$ cat src/rtl/rx_arb_pkg.sv
// rx_arb_pkg
// Shared definitions for the RX sample arbiter: the scheduler state
// encoding, channel index constants, the default burst length and a
// helper that turns a channel index into its one-hot grant.
// Optional statistics are enabled with the RX_ARB_STATS_EN macro.
package rx_arb_pkg;

   typedef enum logic [1:0] {
      IDLE  = 2'd0,
      PULL  = 2'd1,
      LATCH = 2'd2,
      HOLD  = 2'd3
   } arb_state_t;

   localparam logic CH_09 = 1'b0;
   localparam logic CH_24 = 1'b1;

   localparam int BURST_LEN_DEF = 16;

   function automatic logic [1:0] ch_onehot(input logic ch);
      return ch ? 2'b10 : 2'b01;
   endfunction

endpackage

$ cat src/rtl/full_event_counter.sv
// full_event_counter
// Counts rising edges of a FIFO full flag with a saturating counter.
// Built only when RX_ARB_STATS_EN is defined.
// Ports:
//   clk   in   clock
//   rst   in   synchronous active-high reset
//   full  in   FIFO full flag
//   clr   in   counter clear, wins over a simultaneous edge
//   cnt   out  CNT_W-bit event count, saturates at all-ones
`ifdef RX_ARB_STATS_EN
module full_event_counter #(
   parameter int CNT_W = 16
) (
   input  logic             clk,
   input  logic             rst,
   input  logic             full,
   input  logic             clr,
   output logic [CNT_W-1:0] cnt
);

   logic full_prev;
   logic rise;

   assign rise = full & ~full_prev;

   always_ff @(posedge clk) begin
      if (rst) begin
         full_prev <= 1'b0;
         cnt       <= '0;
      end else begin
         full_prev <= full;
         if (clr)
            cnt <= '0;
         else if (rise && !(&cnt))
            cnt <= cnt + 1'b1;
      end
   end

endmodule
`endif

$ cat src/rtl/rx_sample_arbiter.sv
// rx_sample_arbiter
// Round-robin scheduler sharing the SMI sample path between the 0.9 GHz
// and 2.4 GHz RX FIFOs. Each transaction pulls one word from the granted
// FIFO, captures it the following cycle and holds it on a valid/ready
// interface until the consumer accepts it.
// Optional statistics (full-flag event counters) under RX_ARB_STATS_EN.
// Ports:
//   i_sys_clk, i_rst                  clock, synchronous active-high reset
//   i_en_09 / i_en_24                 per-channel enables
//   o_fifo_09_pull / o_fifo_24_pull   one-cycle FIFO read strobes
//   i_fifo_09_data / i_fifo_24_data   FIFO read data (valid cycle after pull)
//   i_fifo_09_empty / i_fifo_24_empty FIFO empty flags
//   i_fifo_09_full / i_fifo_24_full   FIFO full flags (statistics only)
//   o_data, o_ch, o_valid, i_ready    sample output handshake
//   o_grant                           one-hot grant, 0 when idle
//   i_stats_clr, o_full_cnt_09/24     statistics (RX_ARB_STATS_EN only)
module rx_sample_arbiter
   import rx_arb_pkg::*;
#(
   parameter int BURST_LEN = BURST_LEN_DEF,
   parameter int CNT_W     = 16
) (
   input  logic             i_sys_clk,
   input  logic             i_rst,
   input  logic             i_en_09,
   input  logic             i_en_24,
   output logic             o_fifo_09_pull,
   output logic             o_fifo_24_pull,
   input  logic [31:0]      i_fifo_09_data,
   input  logic [31:0]      i_fifo_24_data,
   input  logic             i_fifo_09_empty,
   input  logic             i_fifo_24_empty,
   input  logic             i_fifo_09_full,
   input  logic             i_fifo_24_full,
   output logic [31:0]      o_data,
   output logic             o_ch,
   output logic             o_valid,
   input  logic             i_ready,
   output logic [1:0]       o_grant
`ifdef RX_ARB_STATS_EN
   ,
   input  logic             i_stats_clr,
   output logic [CNT_W-1:0] o_full_cnt_09,
   output logic [CNT_W-1:0] o_full_cnt_24
`endif
);

   localparam logic [7:0] BURST_MAX = 8'(BURST_LEN);

   arb_state_t state, state_nxt;
   logic       cur_ch, cur_nxt;
   logic [7:0] burst_cnt, burst_nxt;
   logic [1:0] grant, grant_nxt;

   logic req_09, req_24, req_cur, req_oth;

   assign req_09  = i_en_09 & ~i_fifo_09_empty;
   assign req_24  = i_en_24 & ~i_fifo_24_empty;
   assign req_cur = (cur_ch == CH_24) ? req_24 : req_09;
   assign req_oth = (cur_ch == CH_24) ? req_09 : req_24;

   always_ff @(posedge i_sys_clk) begin
      if (i_rst) begin
         state     <= IDLE;
         cur_ch    <= CH_09;
         burst_cnt <= '0;
         grant     <= '0;
      end else begin
         state     <= state_nxt;
         cur_ch    <= cur_nxt;
         burst_cnt <= burst_nxt;
         grant     <= grant_nxt;
      end
   end

   always_comb begin
      state_nxt = state;
      cur_nxt   = cur_ch;
      burst_nxt = burst_cnt;
      grant_nxt = grant;
      case (state)
         IDLE: begin
            // Stay on the current channel until its burst is used up, then
            // hand over if the other side wants the path; a lone requester
            // starts a fresh burst.
            if (req_cur && (burst_cnt < BURST_MAX)) begin
               state_nxt = PULL;
               grant_nxt = ch_onehot(cur_ch);
            end else if (req_oth) begin
               state_nxt = PULL;
               cur_nxt   = ~cur_ch;
               burst_nxt = '0;
               grant_nxt = ch_onehot(~cur_ch);
            end else if (req_cur) begin
               state_nxt = PULL;
               burst_nxt = '0;
               grant_nxt = ch_onehot(cur_ch);
            end
         end
         PULL:  state_nxt = LATCH;
         LATCH: state_nxt = HOLD;
         HOLD: begin
            if (i_ready) begin
               state_nxt = IDLE;
               grant_nxt = '0;
               if (burst_cnt < BURST_MAX)
                  burst_nxt = burst_cnt + 8'd1;
            end
         end
         default: state_nxt = IDLE;
      endcase
   end

   // FIFO data arrives the cycle after the pull, i.e. while in LATCH.
   always_ff @(posedge i_sys_clk) begin
      if (i_rst) begin
         o_data <= '0;
         o_ch   <= CH_09;
      end else if (state == LATCH) begin
         o_data <= (cur_ch == CH_24) ? i_fifo_24_data : i_fifo_09_data;
         o_ch   <= cur_ch;
      end
   end

   assign o_fifo_09_pull = (state == PULL) && (cur_ch == CH_09);
   assign o_fifo_24_pull = (state == PULL) && (cur_ch == CH_24);
   assign o_valid        = (state == HOLD);
   assign o_grant        = grant;

`ifdef RX_ARB_STATS_EN
   full_event_counter #(.CNT_W(CNT_W)) u_cnt_09 (
      .clk  (i_sys_clk),
      .rst  (i_rst),
      .full (i_fifo_09_full),
      .clr  (i_stats_clr),
      .cnt  (o_full_cnt_09)
   );

   full_event_counter #(.CNT_W(CNT_W)) u_cnt_24 (
      .clk  (i_sys_clk),
      .rst  (i_rst),
      .full (i_fifo_24_full),
      .clr  (i_stats_clr),
      .cnt  (o_full_cnt_24)
   );
`else
   // Full flags only feed the statistics, which are not built here.
   logic [1:0]       unused_full;
   logic [CNT_W-1:0] unused_cnt_w;
   assign unused_full  = {i_fifo_09_full, i_fifo_24_full};
   assign unused_cnt_w = '0;
`endif

endmodule

$ cat config.mk
export PLATFORM = sky130hd
export DESIGN_NAME = rx_sample_arbiter
export DESIGN_NICKNAME = d
export VERILOG_FILES = /design/src/rtl/rx_arb_pkg.sv /design/src/rtl/full_event_counter.sv /design/src/rtl/rx_sample_arbiter.sv
export SDC_FILE = /design/constraint.sdc
export NUM_CORES = 1
export LEC_CHECK = 0
export ABC_AREA = 1
export ABC_CLOCK_PERIOD_IN_PS = 2400
export BUFFER_PORTS_ARGS = -buffer_cell sky130_fd_sc_hd__buf_2
export CORE_AREA = 2 2 71 73
export CTS_CLUSTER_DIAMETER = 80
export DETAILED_ROUTE_END_ITERATION = 7
export DIE_AREA = 0 0 73 75
export GPL_TIMING_DRIVEN = 0
export PLACE_DENSITY = 0.83
export SETUP_SLACK_MARGIN = 0.15
export SLEW_MARGIN = 10
export SYNTH_ARGS = -nofsm -noshare
export SYNTH_HDL_FRONTEND = slang
export SYNTH_SLANG_ARGS = --single-unit
$ cat constraint.sdc
create_clock -name i_sys_clk -period 2.4 [get_ports i_sys_clk]
set_input_delay 0.48 -clock i_sys_clk [delete_from_list [all_inputs] [get_ports i_sys_clk]]
set_output_delay 0.48 -clock i_sys_clk [all_outputs]
set_load 0.01 [all_outputs]
==> results.toml <==
[finish]
synthToLayoutAreaGrowth_pct = 31.70
nets = 525
seqCellArea_um2 = 920.9
drive_gt1_frac = 0.2953
num_antenna_cells = 0
fin_cells = 501
fin_util = 0.6357
multiInputGateArea_um2 = 1174
fillers = 430

[clock_network]
cts_tree = "yes"
cts.sinks = 46
cts.path.max_buffers = 2
root_buffer = "clkbuf_8"
hold_buffers = 0
clk_transition_reported_paths_ps = 90
insertion_delay_ps = 300
cts-htree-levels = 2
post_cts_buffers = 0
cts_inserted_buffers = 5
ctsResizeCount = 0

[setup_path]
crit_path_end_kind = "output pin"
start_kind = "flop"
critPathCapture = "o_fifo_24_pull"
critPathArrivalTime_ps = 1330
r2r_start = "state[0]"
reg2reg_slack_ps = 700
reg2reg_depth = 7
crit_start = "cur_ch"
r2r_end = "o_data[28]"
criticalPathCategory = "flop to output pin"
worst_ep_required_time_ps = 1920
path_max_fanout = 10

[yosys]
synthCells = 332
yosysUniqueCellTypes = 25
ys_warn_count = 0
ys_ff_latch = 46
syn_area_um2 = 2250
synth_area_per_cell_um2 = 6.776
ys_seq_area_frac = 0.4093
syn_nets = 411

[timing]
timing.final.crit_period_ps = 1813
drv_slew = 0
period_share = 0.7554
tns_ps = 0
rsz0062_at_grt = "no"
worst_slack_ps = 587.1
timing.fmax_mhz = 551.6
setup-violations-final = 0
hold_viol = 0
relSlewSlack = 0.6717
skew_ps = 7.822
tightest_slew_ps = 492.4

[global_routing]
grt_pass1_wl_mm = 9.404
grt_pass1_vias = 2197
antenna_found_initial = 0
grt_overflow = 0
grt_start_max_net_pins = 15
grt_util_all_layers = 0.2186

[placed_design]
numPlacedInstances = 493
pre_cts_slack_ps = 689.1
hpwl_mm = 4.626
io_buffers = 107
gp_congestion = 0.8447

[pwr]
p_per_area_nw_per_um2 = 940.6
peakVddDrop_v = 0.0006598
leakagePower_nw = 1.432

[route]
drt_iter0_markers = 120
via_per_inst = 4.942
drt-total-wl_mm = 5.972
routed-via-count = 2476
dr.pass1.iters = 4
drcViolationCount = 0
drt-wirelength-per-cell_um = 11.92
ant_nets = 0

[hold_path]
min_from = "burst_cnt[5]"
hold_path_class = "flop to flop"

[floorplanning]
rows = 25
core_um2 = 4661
die_h_um = 75
dieArea_um2 = 5475
initial_utilization = 0.4827
io-pin-count = 111
die_w_um = 73

[run_status]
outcome = "finished, final reports clean"

[run]
max_cap_viol_count = 0
## cells in the final DEF, fill, tap and decap left out, types with 2 or more instances in the layout
cell	netlist	layout
o21ai_0	34	34
clkbuf_8	0	5
nand3_1	15	15
nor2_1	75	75
a21oi_1	41	41
nand2_1	60	60
ha_1	6	6
nor2_2	3	3
buf_4	3	3
nand4_1	2	2
nand2_2	3	3
buf_2	1	108
inv_2	4	4
dfxtp_1	46	46
inv_1	16	16
clkbuf_1	13	14
## cell type report
type	count	area share
plain buffers	18	0.02703
clock buffers	6	0.02449
clock inverters	2	0.01267
inverters	20	0.02534
multi-input cells	248	0.3961
flip-flops and latches	46	0.3108
well taps	54	0.02280
repair buffers	107	0.1807
## Yosys cell counts
master | instances | area share
nor3_1 | 1 | 0.0022
nor2_1 | 75 | 0.13
clkbuf_1 | 13 | 0.022
nor2_2 | 3 | 0.0083
dfxtp_1 | 46 | 0.41
nand2_1 | 60 | 0.10
a21oi_1 | 41 | 0.091
a21oi_4 | 1 | 0.0072
buf_1 | 1 | 0.0017
o31a_1 | 1 | 0.0039
nand2_2 | 3 | 0.0083
buf_4 | 3 | 0.010
or2_1 | 1 | 0.0028
inv_2 | 4 | 0.0067
nand2_4 | 1 | 0.0050
o21ai_0 | 34 | 0.076
nand3_1 | 15 | 0.033
ha_1 | 6 | 0.033
nor2_4 | 1 | 0.0050
nand4_1 | 2 | 0.0056
buf_2 | 1 | 0.0022
nand3_4 | 1 | 0.0078
a211oi_1 | 1 | 0.0033
o21bai_1 | 1 | 0.0033
inv_1 | 16 | 0.027
## metal layers
layer | part of all wire | vias up | global-route usage
met4 | 0.0074 | 0 | 0.04938
li1 | - | 1293 | -
met1 | 0.42 | 1089 | 0.2617
met3 | 0.077 | 4 | 0.06560
met5 | 0 | - | 0
met2 | 0.50 | 90 | 0.3874
## worst max-delay path: stages, from the launching register on
cell and delay (ps):
dfxtp_1 410, buf_4 210, buf_4 200, nand2_1 60, inv_1 40, buf_2 110
## registers in the layout, indices dropped and copies added, names as in the netlist
name and cells:
burst_cnt 8, cur_ch 1, o_ch 1, o_data 32
o_grant 2, state 2
## cells by family (layout without fill, tap and decap cells)
group | count (synthesis) | count (layout) | share of synthesized area
AO/OA/AOI/OAI | 79 | 79 | 0.1847
flip-flops | 46 | 46 | 0.4093
AND/OR/NAND/NOR | 163 | 163 | 0.3037
adder cells (fa/ha/maj) | 6 | 6 | 0.03337
buffers and inverters | 38 | 153 | 0.06896
## power by group
| part | switching [mW] | internal (mW) |
|---|---|---|
| Clock | 0.260 | 0.311 |
| Sequential | 0.0862 | 0.923 |
| Combinational | 0.755 | 0.451 |
| Total | 1.10 | 1.69 |
## how the worst min path moves through the flow
stage                              end  slack, ps  cells past startpoint
after detailed placement  burst_cnt[5]        440                      2
after CTS                   o_data[20]        450                      3
after global placement    burst_cnt[5]        430                      2
after global routing        o_data[20]        460                      3
after floorplan           burst_cnt[5]        420                      2
final                     burst_cnt[5]        450                      2
## through the flow
step / hold WS [ps] / area (µm²) / total power, mW
after floorplan: 417.7 / 2250 / 1.852
after global placement: 428.5 / 2853 / 2.201
after detailed placement: 439.1 / 2853 / 2.238
after CTS: 451.0 / 2963 / 2.806
after global routing: 455.7 / 2963 / 3.015
final: 453.1 / 2963 / 2.787
(Power assumes the default switching activity.)
